## src/rtl/iir_sos_cascade_tdm.sv

```systemverilog
// Cascade of second-order IIR sections that share one multiplier-accumulator.
// Coefficients live in a host-writable register file; one sample per trigger.
module iir_sos_cascade_tdm #(
    parameter int COEF_SIZE  = 20,
    parameter int COEF_FRAC  = 18,
    parameter int DATA_SIZE  = 24,
    parameter int NUM_STAGES = 4
) (
    input  logic                 clk_i,
    input  logic                 reset_i,
    input  logic [DATA_SIZE-1:0] data_in_i,
    input  logic                 sample_trig_i,
    output logic [DATA_SIZE-1:0] data_out_o,
    output logic                 filter_done_o,
    output logic                 busy_o,
    output logic                 overrun_o,
    input  logic                 coef_we_i,
    input  logic [7:0]           coef_addr_i,
    input  logic [COEF_SIZE-1:0] coef_wdata_i,
    input  logic                 clear_state_i
);

    localparam int PROD_W   = DATA_SIZE + COEF_SIZE;
    localparam int ACC_W    = PROD_W + 3;
    localparam int NUM_COEF = 6 * NUM_STAGES;
    localparam int STG_W    = (NUM_STAGES > 1) ? $clog2(NUM_STAGES) : 1;
    localparam int CI_W     = $clog2(NUM_COEF);
    localparam int HALF     = 1 << (COEF_FRAC - 1);
    localparam logic [STG_W-1:0]     LAST_STG = STG_W'(NUM_STAGES - 1);
    localparam logic [COEF_SIZE-1:0] UNITY    = COEF_SIZE'(32'd1 << COEF_FRAC);

    typedef enum logic [2:0] {
        S_IDLE  = 3'd0,
        S_GAIN  = 3'd1,
        S_MAC   = 3'd2,
        S_WRITE = 3'd3,
        S_DONE  = 3'd4
    } state_t;

    state_t state_q, state_d;
    logic [STG_W-1:0] stage_q, stage_d;
    logic [2:0]       phase_q, phase_d;

    logic signed [DATA_SIZE-1:0] x_q, w_q, data_out_q;
    logic signed [ACC_W-1:0]     acc_q, acc_d;
    logic                        filter_done_q, busy_q, overrun_q;

    logic signed [COEF_SIZE-1:0] coef_q [NUM_COEF];
    logic signed [DATA_SIZE-1:0] w1_q [NUM_STAGES];
    logic signed [DATA_SIZE-1:0] w2_q [NUM_STAGES];
    logic signed [DATA_SIZE-1:0] y1_q [NUM_STAGES];
    logic signed [DATA_SIZE-1:0] y2_q [NUM_STAGES];

    logic [2:0]                  sel_s;
    logic [CI_W-1:0]             coef_idx_s;
    logic signed [DATA_SIZE-1:0] mul_a_s;
    logic signed [COEF_SIZE-1:0] mul_b_s;
    logic signed [PROD_W-1:0]    prod_s;
    logic signed [ACC_W-1:0]     prod_ext_s;
    logic signed [DATA_SIZE-1:0] w_new_s, y_s;
    logic                        last_stage_s;

    // Round half up by COEF_FRAC bits, then clamp to the sample range.
    function automatic logic signed [DATA_SIZE-1:0] rnd_sat(input logic signed [ACC_W-1:0] v);
        logic signed [ACC_W-1:0] r;
        r = v + ACC_W'(HALF);
        r = r >>> COEF_FRAC;
        if (r[ACC_W-1:DATA_SIZE-1] == {(ACC_W-DATA_SIZE+1){r[ACC_W-1]}}) begin
            rnd_sat = r[DATA_SIZE-1:0];
        end else if (r[ACC_W-1]) begin
            rnd_sat = {1'b1, {(DATA_SIZE-1){1'b0}}};
        end else begin
            rnd_sat = {1'b0, {(DATA_SIZE-1){1'b1}}};
        end
    endfunction

    // Operand select: GAIN uses coefficient 0, MAC phases walk B0,B1,B2,A1,A2.
    always_comb begin
        sel_s   = 3'd0;
        mul_a_s = '0;
        case (state_q)
            S_GAIN: begin
                sel_s   = 3'd0;
                mul_a_s = x_q;
            end
            S_MAC: begin
                case (phase_q)
                    3'd0: begin sel_s = 3'd1; mul_a_s = w_q;           end
                    3'd1: begin sel_s = 3'd2; mul_a_s = w1_q[stage_q]; end
                    3'd2: begin sel_s = 3'd3; mul_a_s = w2_q[stage_q]; end
                    3'd3: begin sel_s = 3'd4; mul_a_s = y1_q[stage_q]; end
                    3'd4: begin sel_s = 3'd5; mul_a_s = y2_q[stage_q]; end
                    default: begin sel_s = 3'd0; mul_a_s = '0; end
                endcase
            end
            default: begin
                sel_s   = 3'd0;
                mul_a_s = '0;
            end
        endcase
    end

    assign coef_idx_s   = CI_W'(int'(stage_q) * 6 + int'(sel_s));
    assign mul_b_s      = coef_q[coef_idx_s];
    assign prod_s       = $signed({{COEF_SIZE{mul_a_s[DATA_SIZE-1]}}, mul_a_s})
                        * $signed({{DATA_SIZE{mul_b_s[COEF_SIZE-1]}}, mul_b_s});
    assign prod_ext_s   = $signed({{(ACC_W-PROD_W){prod_s[PROD_W-1]}}, prod_s});
    assign w_new_s      = rnd_sat(prod_ext_s);
    assign y_s          = rnd_sat(acc_q);
    assign last_stage_s = (stage_q == LAST_STG);

    // Accumulator next value; feedback terms (A1, A2) are subtracted.
    always_comb begin
        acc_d = acc_q;
        if (state_q == S_MAC) begin
            if (phase_q == 3'd0) begin
                acc_d = prod_ext_s;
            end else if (phase_q >= 3'd3) begin
                acc_d = acc_q - prod_ext_s;
            end else begin
                acc_d = acc_q + prod_ext_s;
            end
        end else begin
            acc_d = acc_q;
        end
    end

    // Sequencer next state: per stage GAIN, five MAC phases, WRITE.
    always_comb begin
        state_d = state_q;
        stage_d = stage_q;
        phase_d = phase_q;
        case (state_q)
            S_IDLE: begin
                if (sample_trig_i) begin
                    state_d = S_GAIN;
                    stage_d = '0;
                end else begin
                    state_d = S_IDLE;
                end
            end
            S_GAIN: begin
                state_d = S_MAC;
                phase_d = 3'd0;
            end
            S_MAC: begin
                if (phase_q == 3'd4) begin
                    state_d = S_WRITE;
                    phase_d = 3'd0;
                end else begin
                    phase_d = phase_q + 3'd1;
                end
            end
            S_WRITE: begin
                if (last_stage_s) begin
                    state_d = S_DONE;
                end else begin
                    state_d = S_GAIN;
                    stage_d = stage_q + STG_W'(1);
                end
            end
            S_DONE:  state_d = S_IDLE;
            default: state_d = S_IDLE;
        endcase
    end

    // Control registers, working sample, accumulator and registered outputs.
    always_ff @(posedge clk_i) begin
        if (reset_i) begin
            state_q       <= S_IDLE;
            stage_q       <= '0;
            phase_q       <= 3'd0;
            x_q           <= '0;
            w_q           <= '0;
            acc_q         <= '0;
            data_out_q    <= '0;
            filter_done_q <= 1'b0;
            busy_q        <= 1'b0;
            overrun_q     <= 1'b0;
        end else begin
            state_q       <= state_d;
            stage_q       <= stage_d;
            phase_q       <= phase_d;
            acc_q         <= acc_d;
            busy_q        <= (state_d != S_IDLE);
            filter_done_q <= (state_q == S_WRITE) && last_stage_s;
            if (sample_trig_i && (state_q != S_IDLE)) begin
                overrun_q <= 1'b1;
            end
            if ((state_q == S_IDLE) && sample_trig_i) begin
                x_q <= data_in_i;
            end else if (state_q == S_WRITE) begin
                x_q <= y_s;
            end
            if (state_q == S_GAIN) begin
                w_q <= w_new_s;
            end
            if ((state_q == S_WRITE) && last_stage_s) begin
                data_out_q <= y_s;
            end
        end
    end

    // Delay lines and coefficient file; host access is only honoured while idle.
    always_ff @(posedge clk_i) begin
        if (reset_i) begin
            for (int i = 0; i < NUM_STAGES; i++) begin
                w1_q[i] <= '0;
                w2_q[i] <= '0;
                y1_q[i] <= '0;
                y2_q[i] <= '0;
            end
            for (int j = 0; j < NUM_COEF; j++) begin
                coef_q[j] <= ((j % 6) < 2) ? UNITY : '0;
            end
        end else if (state_q == S_IDLE) begin
            if (clear_state_i) begin
                for (int i = 0; i < NUM_STAGES; i++) begin
                    w1_q[i] <= '0;
                    w2_q[i] <= '0;
                    y1_q[i] <= '0;
                    y2_q[i] <= '0;
                end
            end
            if (coef_we_i && (coef_addr_i < 8'(NUM_COEF))) begin
                coef_q[coef_addr_i[CI_W-1:0]] <= coef_wdata_i;
            end
        end else if (state_q == S_WRITE) begin
            w1_q[stage_q] <= w_q;
            w2_q[stage_q] <= w1_q[stage_q];
            y1_q[stage_q] <= y_s;
            y2_q[stage_q] <= y1_q[stage_q];
        end
    end

    assign data_out_o    = data_out_q;
    assign filter_done_o = filter_done_q;
    assign busy_o        = busy_q;
    assign overrun_o     = overrun_q;

endmodule

```

## config.mk

```make
export PLATFORM = sky130hd
export DESIGN_NAME = iir_sos_cascade_tdm
export DESIGN_NICKNAME = d
export VERILOG_FILES = /design/src/rtl/iir_sos_cascade_tdm.sv
export SDC_FILE = /design/constraint.sdc
export NUM_CORES = 2
export LEC_CHECK = 0
export BUFFER_PORTS_ARGS = -buffer_cell sky130_fd_sc_hd__buf_2
export CAP_MARGIN = 20
export CELL_PAD_IN_SITES_DETAIL_PLACEMENT = 1
export CELL_PAD_IN_SITES_GLOBAL_PLACEMENT = 2
export CORE_UTILIZATION = 49
export CTS_CLUSTER_DIAMETER = 100
export DETAILED_ROUTE_END_ITERATION = 6
export HOLD_SLACK_MARGIN = 0.08
export PLACE_DENSITY_LB_ADDON = 0.1
export SETUP_SLACK_MARGIN = 0.02
export SYNTH_ARGS = -nofsm -noshare
export SYNTH_HDL_FRONTEND = slang
export SYNTH_SLANG_ARGS = --single-unit
```

## constraint.sdc

```tcl
create_clock -name clk_i -period 44 [get_ports clk_i]
set_input_delay 2.2 -clock clk_i [delete_from_list [all_inputs] [get_ports clk_i]]
set_output_delay 2.2 -clock clk_i [all_outputs]
set_load 0.01 [all_outputs]
```

-- Word level (Yosys, flattened, before mapping)
Memories as Yosys holds them, arrays and structs flattened. A register that Yosys moved wholly into a read port is not among the register bits.
Index checks and enable logic that the tools add are counted.
- add/subtract/negate cells: 7
- muxes and demuxes: 74
- divide/modulo/power cells: 0
- $mul: 2
- bitwise gates (word level): 16
- reductions and logical operators: 17
- magnitude comparators: 2
- equality and inequality tests: 12
- shifts and indexed selects: 0
- operator list (cell ; number):
    $mux W24 ; 26
    $pmux W24 S5 ; 1
    $reduce_or A24 Y1 ; 4
    $mux W47 ; 2
    $pmux W24 S2 ; 1
    $add A47 B19 Y47 const B ; 1
    $add A47 B44 Y47 ; 1
    $sub A47 B44 Y47 ; 1
    $add A44 B19 Y45 const B ; 1
    $mul A24 B20 Y44 ; 1
    $mux W2 ; 14
    $mux W1 ; 20
    $mux W20 ; 1
    $reduce_or A20 Y1 ; 1
    $or A1 B1 Y1 ; 16
    $pmux W3 S5 ; 1
    $eq A3 B2 Y1 const B ; 4
    $mux W3 ; 4
    $pmux W3 S4 ; 1
    $eq A5 B5 Y1 ; 2
    $lt A8 B5 Y1 const B ; 1
    $eq A3 B1 Y1 const B ; 2
    $logic_not A3 Y1 ; 2
    $pmux W3 S2 ; 1
    14 further kinds ; 21
- memories: 5
- output and inout port bits: 27
- word-level logic and storage cells: 145
- register bits after elaboration: 130
- bits in latches: 0
- memory bits (writable): 864
- bits in read-only memories: 0
- memory list (name ; depth ; bits a word ; read ports ; clocked after Yosys merged registers in ; write ports ; RTL line ; source):
    coef_q ; 24 ; 20 ; 1 ; 0 ; 24 ; 48 ; logic signed [COEF_SIZE-1:0] coef_q [NUM_COEF];
    w1_q ; 4 ; 24 ; 1 ; 1 ; 4 ; 49 ; logic signed [DATA_SIZE-1:0] w1_q [NUM_STAGES];
    w2_q ; 4 ; 24 ; 1 ; 1 ; 4 ; 50 ; logic signed [DATA_SIZE-1:0] w2_q [NUM_STAGES];
    y1_q ; 4 ; 24 ; 1 ; 1 ; 4 ; 51 ; logic signed [DATA_SIZE-1:0] y1_q [NUM_STAGES];
    y2_q ; 4 ; 24 ; 1 ; 1 ; 4 ; 52 ; logic signed [DATA_SIZE-1:0] y2_q [NUM_STAGES];

-- Depth between registers and ports, before layout
An unclocked memory read counts as a cell.
- depth after elaboration: 9
- gate-level depth with buffers: 59
- mapped depth without buffers: 52

-- Least setup slack after synthesis
Ideal clock, no wire load.
- path kind: reg-to-reg
- start point: reg phase_q[0]
- end point: reg acc_q[44]
- cell stages (with the launch flop): 55
- library setup time: 0.132 ns
- slack: 29.910 ns
- buffers on the path: 10
- arrival: 13.958 ns
- cell sequence: dfxtp_1 > inv_1 > ha_1 > nor2b_1 > clkbuf_1 > clkbuf_1 > nor2_1 > nor2_1 > ha_1 > buf_2 > buf_2 > clkbuf_1 > clkbuf_1 > buf_1 > mux4_2 > mux4_2 > mux2i_1 > clkbuf_1 > [... 19 more ...] > or4_1 > buf_2 > nor2_1 > nor2_1 > xnor2_1 > ha_1 > inv_1 > or3_1 > or3_1 > o311a_1 > nor4_1 > o2111ai_1 > and2_1 > o21ai_0 > a31oi_1 > mux2i_1 > nor3_1 > nor3_1
- word-level cells in the longest chain between the ends: 9
- elaborated cells between the ends (all ways): 17
- RTL lines (item ; RTL line ; source):
    start: declaration ; 42 ; logic [2:0] phase_q, phase_d;
    start signal: assignment ; 183 ; phase_q <= phase_d;
    $eq A3 B3 Y1, or another cell as far along ; 87 ; case (phase_q)
    $pmux W3 S5 ; 87 ;
    $mux W3 ; 81 ; case (state_q)
    $add A5 B3 Y5 ; 103 ; assign coef_idx_s = CI_W'(int'(stage_q) * 6 + int'(sel_s));
    $mem_v2 Z24 W20 ; -- ;
    $mul A24 B20 Y44 ; 106 ; * $signed({{DATA_SIZE{mul_b_s[COEF_SIZE-1]}}, mul_b_s});
    $add A47 B44 Y47 / $sub A47 B44 Y47 (equally long branches) ; 121, 119 ;
    $mux W47 ; 118 ; end else if (phase_q >= 3'd3) begin
    $mux W47 (*) ; 116 ; if (phase_q == 3'd0) begin
    end signal: assignment ; 175 ; acc_q <= '0;
    end signal: assignment ; 184 ; acc_q <= acc_d;
    end: declaration ; 45 ; logic signed [ACC_W-1:0] acc_q, acc_d;
Every way passes the cells marked *; elsewhere a longest branch is shown, timed or not.
A chain may end at the register's enable or synchronous reset.

-- Worst setup path in the final report
Same ends and word-level chain as after synthesis.

==> results.json <==
{
  "ir_worst_vdd_v": 0.00003429,
  "finalSetupTns_ps": 0,
  "viasPerCell": 5.865,
  "hold_buffers": 0,
  "cts_tree": "built",
  "power_density_nw_per_um2": 44.67,
  "die-area_um2": 152800,
  "synthTopCellsByArea": "edfxtp_1, fa_1, mux4_2",
  "critPathMostFrequentCell": "fa_1",
  "synth_top_area_share_pct": 41.50,
  "cts.sink_count": 1156,
  "hold_viol": 0,
  "io_buffers": 83,
  "worst_pin_slew_ps": 1279,
  "initial_core_util_pct": 49.41,
  "cts_setup_buffers": 0,
  "setup.worst_path.start": "phase_q[0]",
  "required_ps": 44600,
  "power_leakage_nw": 33.75,
  "fin_worst_skew_ps": 54.32,
  "p_clk_share_pct": 30.0,
  "finalCritPeriodShare_pct": 34.03,
  "power.switching_mw": 1.324,
  "place_ws_ps": 29140,
  "intPower_mw": 2.326,
  "worst-path-buf-inv": 10,
  "finalNetCount": 6904,
  "cap_violations": 0,
  "synth_common_cells": "edfxtp_1, inv_1, and2_1, nor2_1, fa_1",
  "slowest_delay_ps": 680,
  "critPathKind": "reg2reg",
  "syn_area_um2": 74100,
  "syn-mean-instance-area_um2": 12.12,
  "clkSlewWorstSetupHoldPaths_ps": 60,
  "reg2reg_from": "phase_q[0]",
  "grt_remaining_overflow": 0,
  "p_sw_share_pct": 36.28,
  "drv_slew": 0,
  "grt.total_usage_pct": 29.17,
  "yosysSeqAreaShare_pct": 45.07,
  "arrival_ps": 15580,
  "finalWorstSetupSlack_ps": 29030,
  "io-pin-count": 84,
  "critPathTopFamily": "adder cells",
  "clk_path_buf_depth": 3,
  "ys_warn_count": 0,
  "async_flop_share_pct": 0,
  "wl_per_cell_um": 26.44,
  "ant_nets": 0,
  "startpoint_type": "flip-flop",
  "insertion_delay_ps": 790,
  "drcViolationCount": 0,
  "end_kind": "flip-flop",
  "grt_max_degree": 221,
  "crit_slowest_cell": "or4_1",
  "antenna_found_initial": 6,
  "hold_class": "reg2reg",
  "grt_pass1_wl_um": 331700,
  "place_congestion": 0.8892,
  "core-area_um2": 150000,
  "cts-resized-gates": 0,
  "outcome": "complete, no violations",
  "synth_edf_count": 1024,
  "die_h_um": 390.9,
  "drive_gt1_share_pct": 17.69,
  "yosysMostFrequentCell": "edfxtp_1",
  "period_minus_slack_ps": 14970,
  "setup_viol_count_final": 0,
  "achievable-frequency_mhz": 66.78,
  "first_pass_iters": 5,
  "yosys.area.top_type": "edfxtp_1",
  "drt-total-wl_um": 219400,
  "synth-seq-cells": 1156,
  "drt_first_iter_violations": 3435,
  "cts_buffers": 130,
  "dpl.hpwl_um": 148400,
  "synthCells": 6116,
  "slew_headroom_pct": 14.73,
  "dieWidth_um": 390.9,
  "rsz0062_at_grt": "false",
  "combPwrFrac_pct": 34.4,
  "synth_cell_types": 104,
  "grt_pass1_vias": 52200,
  "synthFlopType": "edfxtp_1",
  "cp_max_fo": 25,
  "std_cell_rows": 142,
  "area_delta_synth_final_pct": 10.26,
  "seqPwrFrac_pct": 35.6,
  "hold_start": "data_out_o[1]",
  "num-fill-cells": 15270,
  "cts_max_level": 4,
  "total_power_mw": 3.650,
  "clock-root-buffer": "clkbuf_16",
  "dr_total_vias": 48670
}
## cell type report
| cell class | instances | area [um^2] | share of cell area, % |
|---|---|---|---|
| antenna | 1 | 2.502 | 0.003063 |
| multi-input combinational | 4057 | 37750 | 46.20 |
| tap | 2016 | 2522 | 3.087 |
| clock buffer | 166 | 3468 | 4.245 |
| inverter | 634 | 2381 | 2.914 |
| clock inverter | 71 | 857.1 | 1.049 |
| timing repair buffer | 197 | 1326 | 1.623 |
| sequential | 1156 | 33400 | 40.88 |
## registers in the layout (all words and copies together) (netlist names), named ones only
| name | cells |
|---|---|
| phase_q | 3 |
| y2_q | 96 |
| coef_q | 640 |
| w_q | 24 |
| w1_q | 96 |
| acc_q | 47 |
| stage_q | 2 |
| state_q | 3 |
| w2_q | 96 |
| data_out_o | 24 |
| filter_done_o | 1 |
| busy_o | 1 |
| x_q | 24 |
| overrun_o | 1 |
| y1_q | 96 |
## cells in the final DEF, fill, tap and decap left out, types with 32 or more instances in the layout
cell type | synthesis | routed
o21a_1 | 36 | 36
and3_1 | 242 | 242
conb_1 | 1 | 160
and2_1 | 563 | 563
a211oi_1 | 59 | 58
a21o_1 | 65 | 65
or3_1 | 32 | 32
nor2_1 | 524 | 522
nand2_1 | 164 | 160
buf_4 | 1 | 110
nor3_1 | 52 | 51
mux2i_1 | 52 | 33
nand3_1 | 45 | 45
ha_1 | 177 | 173
clkbuf_16 | 0 | 130
or2_2 | 275 | 275
fa_1 | 494 | 493
o21ai_0 | 70 | 69
xnor2_1 | 100 | 99
buf_2 | 29 | 82
a21oi_1 | 173 | 147
xor2_1 | 61 | 59
inv_1 | 633 | 632
dfxtp_1 | 132 | 129
edfxtp_1 | 1024 | 1024
nor2b_1 | 35 | 32
mux4_2 | 296 | 296
## power by group through the flow
stage          sequential, mW  clock, mW  combinational, mW
4_1_cts                  1.30       1.11               1.26
3_3_place_gp             1.32          0               1.23
6_report                 1.30       1.10               1.26
3_5_place_dp             1.32          0               1.25
5_1_grt                  1.30       1.15               1.37
2_1_floorplan            1.30          0              0.872
## logic make-up after synthesis
group	share of synthesized area, %
AND/OR/NAND/NOR	14.97
flip-flops	45.07
multiplexers	10.19
other	0.005061
buffers and inverters	5.436
adder cells (fa/ha/maj)	16.34
XOR/XNOR	1.999
AO/OA/AOI/OAI	5.998
## worst register-to-register path, delay by kind of cell (launching register included)
kind            cells  cell delay (ps)
buf+inv            10             2250
simple gates       11             3470
compound gates      9             2240
mux                 3              890
fa+ha+maj          11             5030
xor+xnor            3              560
flops               1              380
## per-layer routing
metal	GRT usage, %	up-vias	part of all wire [%]
met3	3.506	308	4.6
li1	-	21180	-
met2	51.60	1260	52
met1	37.67	25920	41
met5	0	-	0.0059
met4	8.292	2	2.8
## per-stage QoR
step	std cells	hold WS [ps]	util, %	instance area [um^2]
after global routing	8297	462.2	54.48	81700
final	8298	448.7	54.49	81700
after global placement	8057	429.2	51.57	77340
after CTS	8296	454.6	54.47	81690
after detailed placement	8059	439.4	51.59	77360
after floorplan	6275	436.2	-	74690
## path summary, 6_finish.rpt
kind	end	slack, ps	cells after the start
worst max-delay path	acc_q[44]	29030	47
worst min-delay path	data_out_o[1]	450	1
worst max register to register	acc_q[44]	29030	47
worst min register to register	data_out_o[1]	450	1
(Power assumes the default switching activity.)
